$ cat src/rtl/arm_pkg.sv
// Shared definitions for the memory arbiter between the pipeline and the
// unified instruction/data memory.
package arm_pkg;

  // Arbiter sequencing: an optional data access always precedes the fetch.
  typedef enum logic [1:0] {
    IDLE  = 2'd0,
    DATA  = 2'd1,
    FETCH = 2'd2,
    DONE  = 2'd3
  } arb_state_e;

  // Cycles without MemAck before an access is abandoned.
  localparam int WAIT_LIMIT_DEF = 15;

  // Word returned to the pipeline in place of an access that timed out.
  localparam logic [31:0] ABORT_WORD = 32'h0000_0000;

endpackage : arm_pkg

$ cat src/rtl/mem_arbiter_if.sv
// Unified memory request/response bus. The arbiter drives the request side;
// the memory answers with read data and a single-cycle acknowledge.
interface mem_arbiter_if;

  logic        MemReq;
  logic        MemWE;
  logic [31:0] MemAddr;
  logic [31:0] MemWData;
  logic [31:0] MemRData;
  logic        MemAck;

  modport master (
    output MemReq, MemWE, MemAddr, MemWData,
    input  MemRData, MemAck
  );

  modport slave (
    input  MemReq, MemWE, MemAddr, MemWData,
    output MemRData, MemAck
  );

endinterface : mem_arbiter_if

$ cat src/rtl/wait_timer.sv
// Access timeout counter: cleared while no access is waiting, counts cycles
// spent waiting for MemAck, and flags the cycle in which the wait budget
// runs out so the arbiter can abort in that same cycle.
module wait_timer
  import arm_pkg::*;
#(
  parameter int LIMIT = WAIT_LIMIT_DEF
) (
  input  logic clk,
  input  logic reset,
  input  logic clear_i,
  input  logic enable_i,
  output logic expired_o
);

  localparam int CntW = (LIMIT < 16) ? 4 : $clog2(LIMIT + 1);

  logic [CntW-1:0] cnt_q;
  logic [CntW-1:0] cnt_d;

  // Next count: clear wins over counting.
  always_comb begin
    // NOTE: default first so every path assigns cnt_d and no latch is inferred.
    cnt_d = cnt_q;
    if (clear_i) begin
      cnt_d = '0;
    end else if (enable_i) begin
      cnt_d = cnt_q + 1'b1;
    end
  end

  // Count register with synchronous reset.
  always_ff @(posedge clk) begin
    // NOTE: non-blocking assignments keep all flops updating from pre-edge values.
    if (reset) begin
      cnt_q <= '0;
    end else begin
      cnt_q <= cnt_d;
    end
  end

  // The LIMIT-th consecutive cycle without an acknowledge is the last one.
  assign expired_o = enable_i && !clear_i && (cnt_q == CntW'(LIMIT - 1));

endmodule : wait_timer

$ cat src/rtl/mem_arbiter.sv
// Arbiter sharing one memory port between instruction fetch and the
// Memory-stage load/store. Each pipeline step performs the data access first,
// then the fetch, freezing the whole pipeline until the DONE cycle presents
// the results. Pipeline inputs are used live because StallMem holds them.
module mem_arbiter
  import arm_pkg::*;
#(
  parameter int WAIT_LIMIT = WAIT_LIMIT_DEF
) (
  input  logic                 clk,
  input  logic                 reset,
  input  logic [31:0]          PCF,
  input  logic                 FetchReq,
  input  logic [31:0]          ALUOutM,
  input  logic [31:0]          WriteDataM,
  input  logic                 MemWriteM,
  input  logic                 MemReadM,
  output logic [31:0]          InstrF,
  output logic [31:0]          ReadDataM,
  output logic                 FetchValid,
  output logic                 DataValid,
  output logic                 StallMem,
  output logic                 BusError,
  mem_arbiter_if.master        mem
);

  arb_state_e  state_q, state_d;
  logic [31:0] instr_q, instr_d;
  logic [31:0] rdata_q, rdata_d;
  logic        fetch_done_q, fetch_done_d;
  logic        load_done_q, load_done_d;
  logic        buserr_q, buserr_d;

  logic data_req;
  logic is_load;
  logic in_access;
  logic tmr_clear;
  logic tmr_enable;
  logic tmr_expired;

  assign data_req  = MemWriteM | MemReadM;
  // A simultaneous read and write is treated as a store.
  assign is_load   = MemReadM & ~MemWriteM;
  assign in_access = (state_q == DATA) || (state_q == FETCH);

  // Counting only while an access waits; an acknowledge restarts the budget
  // for the following access.
  assign tmr_clear  = !in_access || mem.MemAck;
  assign tmr_enable = in_access && !mem.MemAck;

  wait_timer #(
    .LIMIT (WAIT_LIMIT)
  ) u_wait_timer (
    .clk       (clk),
    .reset     (reset),
    .clear_i   (tmr_clear),
    .enable_i  (tmr_enable),
    .expired_o (tmr_expired)
  );

  // Next-state and holding-register updates for one pipeline step.
  always_comb begin
    state_d      = state_q;
    instr_d      = instr_q;
    rdata_d      = rdata_q;
    fetch_done_d = fetch_done_q;
    load_done_d  = load_done_q;
    buserr_d     = buserr_q;
    unique case (state_q)
      IDLE: begin
        if (data_req || FetchReq) begin
          state_d      = data_req ? DATA : FETCH;
          fetch_done_d = 1'b0;
          load_done_d  = 1'b0;
        end
      end
      DATA: begin
        if (mem.MemAck) begin
          if (is_load) begin
            rdata_d     = mem.MemRData;
            load_done_d = 1'b1;
          end
          state_d = FetchReq ? FETCH : DONE;
        end else if (tmr_expired) begin
          if (is_load) rdata_d = ABORT_WORD;
          buserr_d = 1'b1;
          state_d  = DONE;
        end
      end
      FETCH: begin
        if (mem.MemAck) begin
          instr_d      = mem.MemRData;
          fetch_done_d = 1'b1;
          state_d      = DONE;
        end else if (tmr_expired) begin
          instr_d  = ABORT_WORD;
          buserr_d = 1'b1;
          state_d  = DONE;
        end
      end
      DONE:    state_d = IDLE;
      default: state_d = IDLE;
    endcase
  end

  // State and holding registers, all cleared by synchronous reset.
  always_ff @(posedge clk) begin
    if (reset) begin
      // NOTE: the holding registers are reset so InstrF/ReadDataM read 0 afterwards.
      state_q      <= IDLE;
      instr_q      <= '0;
      rdata_q      <= '0;
      fetch_done_q <= 1'b0;
      load_done_q  <= 1'b0;
      buserr_q     <= 1'b0;
    end else begin
      state_q      <= state_d;
      instr_q      <= instr_d;
      rdata_q      <= rdata_d;
      fetch_done_q <= fetch_done_d;
      load_done_q  <= load_done_d;
      buserr_q     <= buserr_d;
    end
  end

  // Memory request; reset kills it immediately, even mid-access.
  assign mem.MemReq   = in_access && !reset;
  assign mem.MemWE    = (state_q == DATA) && MemWriteM && !reset;
  assign mem.MemAddr  = (state_q == FETCH) ? PCF :
                        (state_q == DATA)  ? ALUOutM : '0;
  assign mem.MemWData = (state_q == DATA) ? WriteDataM : '0;

  // Pipeline side.
  assign StallMem   = in_access || ((state_q == IDLE) && (data_req || FetchReq));
  assign FetchValid = (state_q == DONE) && fetch_done_q;
  assign DataValid  = (state_q == DONE) && load_done_q;
  assign InstrF     = instr_q;
  assign ReadDataM  = rdata_q;
  assign BusError   = buserr_q;

endmodule : mem_arbiter
$ cat src/flat_wrapper.sv
// flat-port wrapper written by rule: the top's interface ports become plain ports
module mem_arbiter_flat import arm_pkg::*;
#(
  parameter int WAIT_LIMIT = WAIT_LIMIT_DEF
)
  (clk, reset, PCF, FetchReq, ALUOutM, WriteDataM, MemWriteM, MemReadM, InstrF, ReadDataM, FetchValid, DataValid, StallMem, BusError, mem_MemReq, mem_MemWE, mem_MemAddr, mem_MemWData, mem_MemRData, mem_MemAck);
  mem_arbiter_if mem_i ();
  input  logic clk;
  input  logic reset;
  input  logic [31:0] PCF;
  input  logic FetchReq;
  input  logic [31:0] ALUOutM;
  input  logic [31:0] WriteDataM;
  input  logic MemWriteM;
  input  logic MemReadM;
  output logic [31:0] InstrF;
  output logic [31:0] ReadDataM;
  output logic FetchValid;
  output logic DataValid;
  output logic StallMem;
  output logic BusError;
  output wire logic [$bits(mem_i.MemReq)-1:0] mem_MemReq;
  output wire logic [$bits(mem_i.MemWE)-1:0] mem_MemWE;
  output wire logic [$bits(mem_i.MemAddr)-1:0] mem_MemAddr;
  output wire logic [$bits(mem_i.MemWData)-1:0] mem_MemWData;
  input wire logic [$bits(mem_i.MemRData)-1:0] mem_MemRData;
  input wire logic [$bits(mem_i.MemAck)-1:0] mem_MemAck;
  assign mem_MemReq = mem_i.MemReq;
  assign mem_MemWE = mem_i.MemWE;
  assign mem_MemAddr = mem_i.MemAddr;
  assign mem_MemWData = mem_i.MemWData;
  assign mem_i.MemRData = mem_MemRData;
  assign mem_i.MemAck = mem_MemAck;
  mem_arbiter #(.WAIT_LIMIT(WAIT_LIMIT)) u_core (.clk(clk), .reset(reset), .PCF(PCF), .FetchReq(FetchReq), .ALUOutM(ALUOutM), .WriteDataM(WriteDataM), .MemWriteM(MemWriteM), .MemReadM(MemReadM), .InstrF(InstrF), .ReadDataM(ReadDataM), .FetchValid(FetchValid), .DataValid(DataValid), .StallMem(StallMem), .BusError(BusError), .mem(mem_i));
endmodule
$ cat config.mk
export PLATFORM = sky130hd
export DESIGN_NAME = mem_arbiter_flat
export DESIGN_NICKNAME = d
export VERILOG_FILES = /design/src/rtl/arm_pkg.sv /design/src/rtl/mem_arbiter_if.sv /design/src/rtl/wait_timer.sv /design/src/rtl/mem_arbiter.sv /design/src/flat_wrapper.sv
export SDC_FILE = /design/constraint.sdc
export NUM_CORES = 1
export LEC_CHECK = 0
export BUFFER_PORTS_ARGS = -buffer_cell sky130_fd_sc_hd__buf_2
export CORE_AREA = 2 2 104 106
export CTS_BUF_LIST = sky130_fd_sc_hd__clkbuf_16
export CTS_CLUSTER_SIZE = 40
export DETAILED_ROUTE_END_ITERATION = 10
export DIE_AREA = 0 0 106 108
export GPL_TIMING_DRIVEN = 0
export PLACE_DENSITY = 0.78
export SLEW_MARGIN = 20
export SYNTH_ARGS = -nofsm -noshare
export SYNTH_HDL_FRONTEND = slang
export SYNTH_SLANG_ARGS = --single-unit
$ cat constraint.sdc
create_clock -name clk -period 2.5 [get_ports clk]
set_clock_uncertainty 0.05 [all_clocks]
set_input_delay 0.25 -clock clk [delete_from_list [all_inputs] [get_ports clk]]
set_output_delay 0.25 -clock clk [all_outputs]
set_load 0.02 [all_outputs]
Yosys cells after proc, flatten, opt, wreduce, memory -nomap -nowiden
Cells that the tools add are included.

cells by class
  $add $sub $neg = 1
  eq/ne operators = 8
  mux-type cells = 22
  bitwise logic cells = 4
  reductions and logical operators = 28

operators by type and width
  kind                 count
  $mux 32              9
  $mux 2               5
  $logic_and 1x1->1    9
  $reduce_and 3->1     3
  $pmux 2 s4           1
  $reduce_bool 2->1    3
  $mux 1               5
  $add 4x1->4 const B  1
  $eq 2x2->1 const B   2
  $eq 4x4->1 const B   1
  $logic_not 1->1      4
  $logic_or 1x1->1     4
  $ne 2x1->1 const B   2
  $ne 2x2->1 const B   2
  $pmux 1 s2           2
  $reduce_and 4->1     1
  $reduce_or 2->1      2
  $eq 2x1->1 const B   1
  $logic_not 2->1      1
  $not 1->1            2
  $reduce_and 2->1     1
  $and 1x1->1          1
  $or 1x1->1           1

storage, ports and cells
  register bits = 73
  input port bits = 134
  output and inout bits = 134
  logic and storage cells = 70

Longest topological paths before layout
Gate-level depths: netlist of run 1.

  depth in word-level cells = 10
  gate-level depth with buffers = 8
  mapped depth without buffers = 5

Cells and area by module
From an unflattened synthesis of run 1, not the netlist that was laid out.

second synthesis, totals
  cell total of the unflattened synthesis = 403
  area, all modules = 3453.3 um2

by module, submodules not included
  module       times used  cells each  area an instance (um2)  seq. area each (um2)
  mem_arbiter  1           380         3214.3                  1381.3
  wait_timer   1           23          239.0                   80.1

Worst setup path after synthesis of run 1
Ideal clock, no wire load.

  path type = register to output
  start point = register u_core.state_q[0]
  end point = output port mem_MemAddr[0]
  arrival time = 1.629 ns
  required time = 2.200 ns
  setup slack = 0.571 ns
  stages on the path, launching flop included = 8
  path buffers = 3
  path through = dfxtp_1 -> inv_1 -> ha_1 -> buf_6 -> nor2b_1 -> clkbuf_1 -> clkbuf_1 -> a22o_1

between the ends
  cells in the longest elaborated chain, start to end = 3
  elaborated cells between the ends (all ways) = 4
  those cells by class = eq/ne (2); mux (2)

RTL lines
  what                    line                text
  start, declared         mem_arbiter.sv:27   arb_state_e state_q, state_d;
  start signal, assigned  mem_arbiter.sv:117  state_q <= state_d;
  $eq 2x1->1              mem_arbiter.sv:130  (state_q == DATA) ? ALUOutM : '0;
  $mux 32                 mem_arbiter.sv:130
  $mux 32 *               mem_arbiter.sv:129  assign mem.MemAddr = (state_q == FETCH) ? PCF :
  end, declared           flat_wrapper.sv:24  output wire logic [$bits(mem_i.MemAddr)-1:0] mem_MemAddr;

Mark *: on every way between the ends. The rest lies on a longest branch, timed or not.

Worst setup path after layout of run 1
  start point = register u_core.state_q[0]
  end point = output port mem_MemAddr[2]

The elaborated chain is that of the path after synthesis.

==> summary.txt, run 1 <==
Initial Utilization = 33.2%
Final net count = 841
Die Wd = 106 um
Post-synthesis async set-or-reset flop share = 0%
First-pass GRT wire length = 20.0 mm
Worst r2r src = u_core.state_q[1]$_SDFFE_PP0P_
H-tree depth = 3
Cells after DPL = 825
Final Critical Period = 2330 ps
Pre-CTS WS = 202 ps
Overflow left after global routing = 0
Syn Inst Count = 423
CP endpoint = mem_MemAddr[2]
Sequential area share after synthesis = 43.0%
Setup TNS Final = 0 ps
Post-DP HPWL = 10.7 mm
CTS tree = built
Total design power = 3.53 mW
FF-to-FF path depth = 6
Area grow syn2layout = 53.8%
Diodes inserted = 0
Vias in the first global route = 3,857
CTS clock-pin slew for the worst setup and hold paths = 60 ps
TritonCTS Sinks = 73
Status = complete, no violations
Worst skew pair latency = 330 ps
Distinct cell type count after synthesis = 35
Largest net degree at the start of global routing = 13
DIE AREA = 0.0114 sq mm
Critical Path Slowest Stage Cell = dfxtp_2
WP depth = 8
Max layer used = met4
Vias per std cell = 4.87
Input/output buffers = 266
Met1 WL = 5.70 mm
Synthesis-stage register bit count = 73
Initial antenna violation count = 0
Final std cells w/o fill = 841
Top cells by area, synth = dfxtp_1, a21oi_1, o21ai_1
Fmax = 0.430 GHz
Dominant cell type by area after synthesis = dfxtp_1
Worst reg2reg path endpoint = u_core.ReadDataM[6]$_SDFFE_PP0P_
Fin crit share = 93.1%
Avg Inst Size Synth = 8.03 sq um
Hold Path Stages = 3
Filler cell count in the final layout = 1,019
Layout cell share with drive strength beyond 1 = 43.0%
Core ar. = 0.0102 sq mm
Post-CTS setup buffer count = 0
Min-Delay Path Class = primary input to flop
Cell Area, Synth = 0.00340 sq mm
Critical path class = flop to primary output
Yosys warns = 0
WP data required = 2200 ps
Worst path bufs/invs = 5
Drt drc = 0
Met3 Routed Length = 673 um
Crit path from = u_core.state_q[0]$_SDFFE_PP0P_
Crit-path max FO = 10
Leak Pwr = 2.61 nW
Total CTS buffers = 9
I/O pin total = 268
Post-route worst setup slack = 173 ps
Pre-antenna DRT Iters = 4
Iteration-0 DRC Markers = 298
Max_cap viols = 0
Slew Limit Headroom = 57.9%
Peak supply drop = 0.000346 V
WHS = 113 ps
Post-synth top cells = dfxtp_1, a21oi_1, nand2_1, o21ai_1, and2_1
Die Span Y = 108 um
Finished Cell Area = 0.00522 sq mm
Final core occ = 51.1%
Drt total wl = 13.4 mm
Critical path arrival = 2030 ps
Pin slew with the least headroom to its limit = 632 ps
Avg WL per Cell = 16.0 um
DR vias = 4,097
Post-synth EDFFs = 0
Power per cell area = 677 mW/mm^2
Unrepaired setup endpoints after global routing = false
Met2 wire len = 6.66 mm
Final Max Tran Viols = 0
CP top delay family = buffers and inverters
Critical Path Max Stage Delay = 370 ps
Root buffer cell = clkbuf_16
GR Util All Layers = 22.6%
Finish-stage setup viols = 0
Clk buf depth = 2
GPL Wtd Cong = 0.888
Cell with the most instances after synthesis = dfxtp_1
Crit path cell chain = inv_1 > ha_1 > buf_6 > nor2b_1 > clkbuf_2 > clkbuf_4 > a22o_1 > buf_2
Final ANT Viol Nets = 0
FP Rows = 37
Syn nets = 564
Final Hold Fails = 0
Ys flop type = dfxtp_1
Setup crit end kind = primary output
Post-place instance area = 0.00490 sq mm
Top cell type's share of synthesized area = 43.0%
Critical Path Start Type = flop
Worst R2R Setup Slack = 360 ps
## flip-flops by register name, indices dropped and copies added, names as in the netlist
register / cells
u_core.BusError: 1
u_core.ReadDataM: 32
u_core.u_wait_timer.cnt_q: 4
u_core.load_done_q: 1
u_core.InstrF: 32
u_core.state_q: 2
u_core.fetch_done_q: 1
## worst register-to-register path, cell delays in order, from the launching register on
cell     delay, ps
dfxtp_1        400
inv_1          100
ha_1           350
a41oi_2        570
buf_2          360
o21ai_1        110
a21oi_1        150
## cell families (layout without fill, tap and decap cells)
family	count (synthesis)	in the layout	share of synthesized area [%]
multiplexers	1	1	0.295
buffers and inverters	46	328	5.93
adder cells (fa/ha/maj)	7	7	2.58
flip-flops	73	73	43.0
AO/OA/AOI/OAI	175	175	30.8
AND/OR/NAND/NOR	119	119	16.9
XOR/XNOR	2	2	0.516
## layer usage
| metal | vias to the layer above | track usage, % |
|---|---|---|
| met5 | - | 0 |
| met4 | 0 | 8.18 |
| met3 | 20 | 3.86 |
| met2 | 168 | 40.1 |
| met1 | 1874 | 27.5 |
| li1 | 2035 | - |
## worst min-delay path by stage
| stage | start | end | slack [ps] |
|---|---|---|---|
| final | mem_MemRData[23] | u_core.InstrF[23]$_SDFFE_PP0P_ | 110 |
| after global routing | mem_MemRData[28] | u_core.ReadDataM[28]$_SDFFE_PP0P_ | 120 |
| after CTS | mem_MemRData[15] | u_core.ReadDataM[15]$_SDFFE_PP0P_ | 110 |
| after detailed placement | u_core.u_wait_timer.cnt_q[0]$_SDFFE_PP0P_ | u_core.u_wait_timer.cnt_q[0]$_SDFFE_PP0P_ | 400 |
| after global placement | u_core.u_wait_timer.cnt_q[0]$_SDFFE_PP0P_ | u_core.u_wait_timer.cnt_q[0]$_SDFFE_PP0P_ | 390 |
| after floorplan | mem_MemRData[0] | u_core.InstrF[0]$_SDFFE_PP0P_ | 340 |
## cells in the final DEF, fill, tap and decap left out, drive strengths merged
cell type  instances
a211o              1
a21boi             1
a21oi             66
a221oi             1
a22o              32
a31oi              1
a41o               1
a41oi              1
and2              35
and3               1
and4b              1
buf              283
bufinv             2
clkbuf            32
clkinv             4
dfxtp             73
ha                 7
inv                7
mux2i              1
nand2             66
nand2b             3
nand3              1
nand3b             1
nand4              1
nor2               7
nor2b              2
o21a               2
o21ai             65
o221ai             1
o22ai              2
o31ai              1
or4b               1
xnor2              1
xor2               1
## power breakdown
group	switching (mW)	internal, mW	total, mW	leakage (nW)
registers	0.0208	1.20	1.22	0.590
logic	0.610	0.362	0.972	1.86
clock network	0.480	0.864	1.34	0.158
total	1.11	2.42	3.53	2.61
## final cells by class
class / instances / area [sq um] / area share (%)
tap: 136 / 170 / 3.26
clock inverter: 7 / 86.3 / 1.65
clock buffer: 9 / 225 / 4.31
inverter: 6 / 22.5 / 0.431
timing repair buffer: 266 / 1330 / 25.5
buffer: 40 / 193 / 3.69
multi-input combinational: 304 / 1730 / 33.2
sequential: 73 / 1460 / 28.0
## what timing repair did
item | in CTS | in global routing
gates resized for setup | 4 | 8
pin swaps | 0 | 0
hold buffers | 0 | 0
setup endpoints to repair | 30 | 40
No activity file was read; power rests on OpenSTA's default activity.
==> run 2, diff against run 1 <==
- HOLD_SLACK_MARGIN: default -> 0.03
- clock period: 2.5 -> 2.6 ns (I/O delays scaled with it)
==> summary.txt, run 2 (synthesized netlist as in run 1, its figures left out) <==
Initial Utilization = 33.2% (unchanged)
Met1 WL = 5.66 mm (-0.68%)
Critical Path Max Stage Delay = 400 ps (+30 ps)
Layout cell share with drive strength beyond 1 = 42.7% (-0.28 points)
Die Wd = 106 um (unchanged)
I/O pin total = 268 (unchanged)
WP data required = 2290 ps (+90 ps)
DIE AREA = 0.0114 sq mm (unchanged)
Setup crit end kind = primary output
Leak Pwr = 2.60 nW (-0.13%)
Post-DP HPWL = 10.7 mm (unchanged)
Slew Limit Headroom = 57.9% (about the same)
Root buffer cell = clkbuf_16
Final std cells w/o fill = 841 (unchanged)
Final ANT Viol Nets = 0 (unchanged)
Met2 wire len = 6.68 mm (+0.36%)
Pin slew with the least headroom to its limit = 631 ps (-0.767 ps)
CP top delay family = buffers and inverters
Vias per std cell = 4.87 (about the same)
Worst skew pair latency = 320 ps (about the same)
Hold Path Stages = 3 (unchanged)
Fmax = 0.418 GHz
Area grow syn2layout = 53.8% (about the same)
Status = complete, no violations
Filler cell count in the final layout = 1,019 (unchanged)
Iteration-0 DRC Markers = 304 (+2.0%)
Worst path bufs/invs = 5 (unchanged)
CTS clock-pin slew for the worst setup and hold paths = 60 ps (about the same)
Critical path arrival = 2080 ps (+50 ps)
Cells after DPL = 825 (unchanged)
FF-to-FF path depth = 6 (unchanged)
Overflow left after global routing = 0 (unchanged)
Final core occ = 51.0% (about the same)
Hold_sp = mem_MemRData[23]
GPL Wtd Cong = 0.888 (unchanged)
Initial antenna violation count = 0 (unchanged)
Critical Path Start Type = flop
Final net count = 841 (unchanged)
GR Util All Layers = 22.6% (unchanged)
Finish-stage setup viols = 0 (unchanged)
Crit path cell chain = inv_1 > ha_1 > buf_6 > nor2b_1 > clkbuf_2 > clkbuf_4 > a22o_1 > buf_2
Clk buf depth = 2 (unchanged)
Unrepaired setup endpoints after global routing = false
Worst reg2reg path endpoint = u_core.ReadDataM[5]$_SDFFE_PP0P_
Input/output buffers = 266 (unchanged)
Drt drc = 0 (unchanged)
Met3 Routed Length = 694 um (+3.1%)
Max_cap viols = 0 (unchanged)
Min-Delay Path Class = primary input to flop
Pre-antenna DRT Iters = 4 (unchanged)
Power per cell area = 650 mW/mm^2 (-4.0%)
Setup TNS Final = 0 ps (unchanged)
Largest net degree at the start of global routing = 13 (unchanged)
Peak supply drop = 0.000332 V (-4.0%)
Commonest non-fill, non-tap cells in the layout = buf_2, dfxtp_1, nand2_1, a21oi_1, o21ai_1
Critical Path Slowest Stage Cell = dfxtp_1
FP Rows = 37 (unchanged)
DR vias = 4,098 (+0.024%)
Fin crit share = 92.0%
Commonest non-fill, non-tap cell in the layout = buf_2
First-pass GRT wire length = 20.0 mm (unchanged)
Total CTS buffers = 9 (unchanged)
Crit-path max FO = 10 (unchanged)
H-tree depth = 3 (unchanged)
WHS Endpoint = u_core.InstrF[23]$_SDFFE_PP0P_
Post-CTS setup buffer count = 0 (unchanged)
Die Span Y = 108 um (unchanged)
CTS tree = built
TritonCTS Sinks = 73 (unchanged)
Drt total wl = 13.4 mm (about the same)
Diodes inserted = 0 (unchanged)
Max layer used = met4
Critical path class = flop to primary output
Avg WL per Cell = 15.9 um (about the same)
Final Max Tran Viols = 0 (unchanged)
Final Hold Fails = 0 (unchanged)
Final Critical Period = 2390 ps
Total design power = 3.39 mW (-4.0%)
Worst r2r src = u_core.state_q[0]$_SDFFE_PP0P_
Vias in the first global route = 3,857 (unchanged)
Core ar. = 0.0102 sq mm (unchanged)
Worst R2R Setup Slack = 400 ps (+40 ps)
run 2: tightest hold or removal path, stage by stage:
cell,delay [ps]
buf_2,100
nand2_1,50
a21oi_1,50
run 2: worst max-delay path by stage:
| stage | cells after the start | startpoint | endpoint | slack (ps) |
|---|---|---|---|---|
| final | 8 | u_core.state_q[0]$_SDFFE_PP0P_ | mem_MemAddr[2] | 210 |
| after global placement | 8 | u_core.state_q[0]$_SDFFE_PP0P_ | mem_MemAddr[7] | 260 |
| after CTS | 8 | u_core.state_q[0]$_SDFFE_PP0P_ | mem_MemAddr[7] | 80 |
| after global routing | 8 | u_core.state_q[0]$_SDFFE_PP0P_ | mem_MemAddr[7] | 50 |
| after detailed placement | 8 | u_core.state_q[0]$_SDFFE_PP0P_ | mem_MemAddr[7] | 290 |
| after floorplan | 7 | u_core.state_q[0]$_SDFFE_PP0P_ | mem_MemAddr[0] | 660 |
run 2: repair_timing:
item / 4_1_cts / 5_1_grt
hold buffers: 0 / 0
cloned: 0 / 0
endpoints found under the setup margin: 15 / 30
gates resized for setup: 3 / 7
run 2: layout make-up:
type                    count  area [sq um]  share of cell area (%)
multi-input cells         304          1730                    33.2
flip-flops and latches     73          1460                    28.0
repair buffers            266          1330                    25.5
clock buffers               9           225                    4.31
plain buffers              40           191                    3.67
well taps                 136           170                    3.26
clock inverters             7          86.3                    1.65
inverters                   6          22.5                   0.431
run 2: per-stage QoR:
| stage | hold slack [ps] | instance area, sq um | setup slack (ps) |
|---|---|---|---|
| after floorplan | 346 | 3400 | 661 |
| after global placement | 394 | 4900 | 263 |
| after detailed placement | 403 | 4900 | 292 |
| after CTS | 119 | 5210 | 79.1 |
| after global routing | 135 | 5220 | 47.7 |
| final | 127 | 5220 | 208 |
run 2: report_power, final:
group | internal, mW | total [mW] | switching [mW]
registers | 1.15 | 1.17 | 0.0198
clock network | 0.831 | 1.29 | 0.457
logic | 0.348 | 0.933 | 0.586
total | 2.33 | 3.39 | 1.06
run 2: per-layer routing:
layer	GRT usage, %	up-vias
li1	-	2032
met1	27.5	1873
met2	40.1	174
met3	3.86	19
met4	8.18	0
met5	0	-
==> run 3, diff against run 2 <==
- ABC_AREA: default -> 1
- CORE_AREA: 2 2 104 106 -> 2 2 105 107
- DIE_AREA: 0 0 106 108 -> 0 0 107 109
- PLACE_DENSITY: 0.78 -> 0.81
- SYNTH_HIERARCHICAL: default -> 1
==> summary.txt, run 3 <==
FP Rows = 38 (+2.7%)
Overflow left after global routing = 0 (unchanged)
Sequential area share after synthesis = 38.1% (-5.0 points)
Post-DP HPWL = 10.4 mm (-2.5%)
Ys flop type = dfxtp_1
Final Critical Period = 2460 ps (+71.3 ps)
Critical path class = flop to primary output
Critical path arrival = 2150 ps (+70 ps)
Final net count = 1,037 (+23%)
Drt total wl = 13.2 mm (-1.8%)
Die Wd = 107 um (+0.94%)
WP data required = 2290 ps (about the same)
Commonest non-fill, non-tap cell in the layout = nand2_1
Final Max Tran Viols = 0 (unchanged)
Distinct cell type count after synthesis = 19 (-46%)
Dominant cell type by area after synthesis = dfxtp_1
Area grow syn2layout = 47.1%
Pin slew with the least headroom to its limit = 530 ps (-101 ps)
Finish-stage setup viols = 0 (unchanged)
Avg Inst Size Synth = 6.21 sq um (-23%)
Power per cell area = 612 mW/mm^2 (-5.8%)
GPL Wtd Cong = 0.814 (-8.4%)
Slew Limit Headroom = 64.6% (+6.7 points)
Critical Path Max Stage Delay = 410 ps (about the same)
Post-CTS setup buffer count = 0 (unchanged)
Pre-antenna DRT Iters = 4 (unchanged)
Avg WL per Cell = 12.7 um (-21%)
Initial Utilization = 36.2% (+3.0 points)
Crit-path max FO = 10 (unchanged)
Clk buf depth = 2 (unchanged)
Hold Buf Count CTS = 0 (unchanged)
Drt drc = 0 (unchanged)
Critical Path Slowest Stage Cell = dfxtp_1
Setup TNS Final = 0 ps (unchanged)
CP top delay family = buffers and inverters
Hold_sp = reset
Setup crit end kind = primary output
Root buffer cell = clkbuf_16
Synthesis-stage register bit count = 73 (unchanged)
Leak Pwr = 3.44 nW (+32%)
Top cell type's share of synthesized area = 38.1% (-5.0 points)
Initial antenna violation count = 0 (unchanged)
GR Util All Layers = 21.4% (-1.2 points)
Fmax = 0.406 GHz (-2.9%)
Cell with the most instances after synthesis = nand2_1
Largest net degree at the start of global routing = 14 (+1)
Peak supply drop = 0.000343 V (+3.3%)
Yosys warns = 6 (+6)
Unrepaired setup endpoints after global routing = false
Critical Path Start Type = flop
Input/output buffers = 266 (unchanged)
Max layer used = met4
Hold Path Stages = 4 (+1)
Post-synth top cells = nand2_1, inv_1, dfxtp_1, a21oi_1, nand3_1
Syn Inst Count = 618 (+46%)
Met2 wire len = 6.35 mm (-5.0%)
Layout cell share with drive strength beyond 1 = 35.4% (-7.3 points)
Vias per std cell = 4.49 (-7.8%)
Post-synthesis async set-or-reset flop share = 0% (unchanged)
Met1 WL = 5.76 mm (+1.7%)
Final Hold Fails = 0 (unchanged)
Filler cell count in the final layout = 1,078 (+5.8%)
Worst path bufs/invs = 4 (-1)
Total CTS buffers = 9 (unchanged)
WHS Endpoint = u_core/u_wait_timer/cnt_q[2]$_SDFFE_PP0P_
Final ANT Viol Nets = 0 (unchanged)
Final core occ = 53.3% (+2.2 points)
Worst reg2reg path endpoint = u_core/InstrF[6]$_SDFFE_PP0P_
Finished Cell Area = 0.00565 sq mm (+8.1%)
CTS clock-pin slew for the worst setup and hold paths = 60 ps (about the same)
Vias in the first global route = 4,157 (+7.8%)
Worst R2R Setup Slack = 260 ps (-140 ps)
Top cells by area, synth = dfxtp_1, nand2_1, a21oi_1
Die Span Y = 109 um (+0.93%)
FF-to-FF path depth = 12 (+6)
Post-synth EDFFs = 0 (unchanged)
Cell Area, Synth = 0.00384 sq mm (+13%)
First-pass GRT wire length = 19.7 mm (-1.8%)
H-tree depth = 3 (unchanged)
CTS tree = built
Syn nets = 760 (+35%)
TritonCTS Sinks = 73 (unchanged)
Max_cap viols = 0 (unchanged)
Crit path cell chain = inv_1 > ha_1 > inv_2 > clkbuf_1 > nand3_1 > nand2_1 > buf_2
Fin crit share = 94.7% (+2.7 points)
I/O pin total = 268 (unchanged)
Worst r2r src = u_core/state_q[0]$_SDFFE_PP0P_
DIE AREA = 0.0117 sq mm (+1.9%)
Commonest non-fill, non-tap cells in the layout = nand2_1, buf_2, inv_1
Post-place instance area = 0.00535 sq mm (+9.1%)
Status = complete, no violations
Iteration-0 DRC Markers = 239 (-21%)
Diodes inserted = 0 (unchanged)
DR vias = 4,671 (+14%)
Worst skew pair latency = 320 ps (about the same)
Met3 Routed Length = 904 um (+30%)
Core ar. = 0.0106 sq mm (+3.6%)
Min-Delay Path Class = primary input to flop
==> run 3: changes by cell type in the layout (fill, tap and decap cells not counted), moves of 5 or more <==
cell / before / now
nand2_1: 66 / 289
inv_1: 7 / 80
o21ai_1: 64 / 0
and2_1: 35 / 0
nand3_1: 1 / 35
a22o_1: 32 / 0
clkbuf_1: 19 / 9
buf_2: 277 / 284
a21oi_1: 66 / 72
buf_6: 2 / 7
==> run 3: logic make-up after synthesis <==
group	share of synthesized area, %
buf+inv	14.0
flops	38.1
fa+ha+maj	2.61
simple gates	35.4
compound gates	9.91
==> run 3: worst max path at each step <==
stage | from | end | slack [ps] | cells past startpoint
2_1_floorplan | u_core/state_q[0]$_SDFFE_PP0P_ | u_core/ReadDataM[15]$_SDFFE_PP0P_ | 350 | 12
3_3_place_gp | u_core/state_q[0]$_SDFFE_PP0P_ | u_core/InstrF[3]$_SDFFE_PP0P_ | 20 | 12
3_5_place_dp | u_core/state_q[0]$_SDFFE_PP0P_ | u_core/InstrF[6]$_SDFFE_PP0P_ | 1 | 12
4_1_cts | u_core/state_q[0]$_SDFFE_PP0P_ | u_core/InstrF[6]$_SDFFE_PP0P_ | 150 | 12
5_1_grt | u_core/state_q[0]$_SDFFE_PP0P_ | mem_MemAddr[28] | 20 | 7
6_report | u_core/state_q[0]$_SDFFE_PP0P_ | mem_MemAddr[5] | 140 | 7
==> run 3: per-stage QoR <==
stage	setup slack [ps]	instances	hold WS (ps)	power [mW]
2_1_floorplan	350	618	383	1.86
4_1_cts	154	1040	180	3.48
3_3_place_gp	17.2	1024	391	2.25
5_1_grt	18.8	1040	195	3.64
3_5_place_dp	1.07	1024	391	2.26
6_report	137	1040	191	3.45
==> run 3: layout make-up <==
cell class | instances | area (sq um) | area share [%]
flip-flops and latches | 73 | 1460 | 25.9
clock buffers | 9 | 225 | 3.99
multi-input cells | 425 | 1850 | 32.7
clock inverters | 7 | 68.8 | 1.22
plain buffers | 38 | 229 | 4.05
well taps | 140 | 175 | 3.10
inverters | 82 | 308 | 5.45
repair buffers | 266 | 1330 | 23.6
==> run 3: repair_timing <==
item | in CTS | in global routing
endpoints found under the hold margin | 0 | 0
setup endpoints to repair | 13 | 45
gates resized for setup | 1 | 1
==> run 3: report_power, final <==
part	internal (mW)	leakage (nW)	switching (mW)	total, mW
registers	1.16	0.590	0.0251	1.18
logic	0.358	2.71	0.697	1.06
clock network	0.741	0.143	0.474	1.21
total	2.26	3.44	1.20	3.45
==> run 3: metal layers <==
layer  global-route usage (%)  up-vias
li1                         -     2423
met3                     4.42       13
met1                     27.3     2047
met5                        0        -
met4                     6.12        0
met2                     36.8      188
==> run 3: worst register-to-register path, cell delays in order, from the launching register on <==
cell and delay (ps):
dfxtp_1 410, inv_1 120, ha_1 290, inv_1 60, nor2_2 300, inv_1 120
nor3_2 310, nor2_4 60, inv_2 100, nand2_4 100, buf_6 160, nand2_1 60
a21oi_1 60
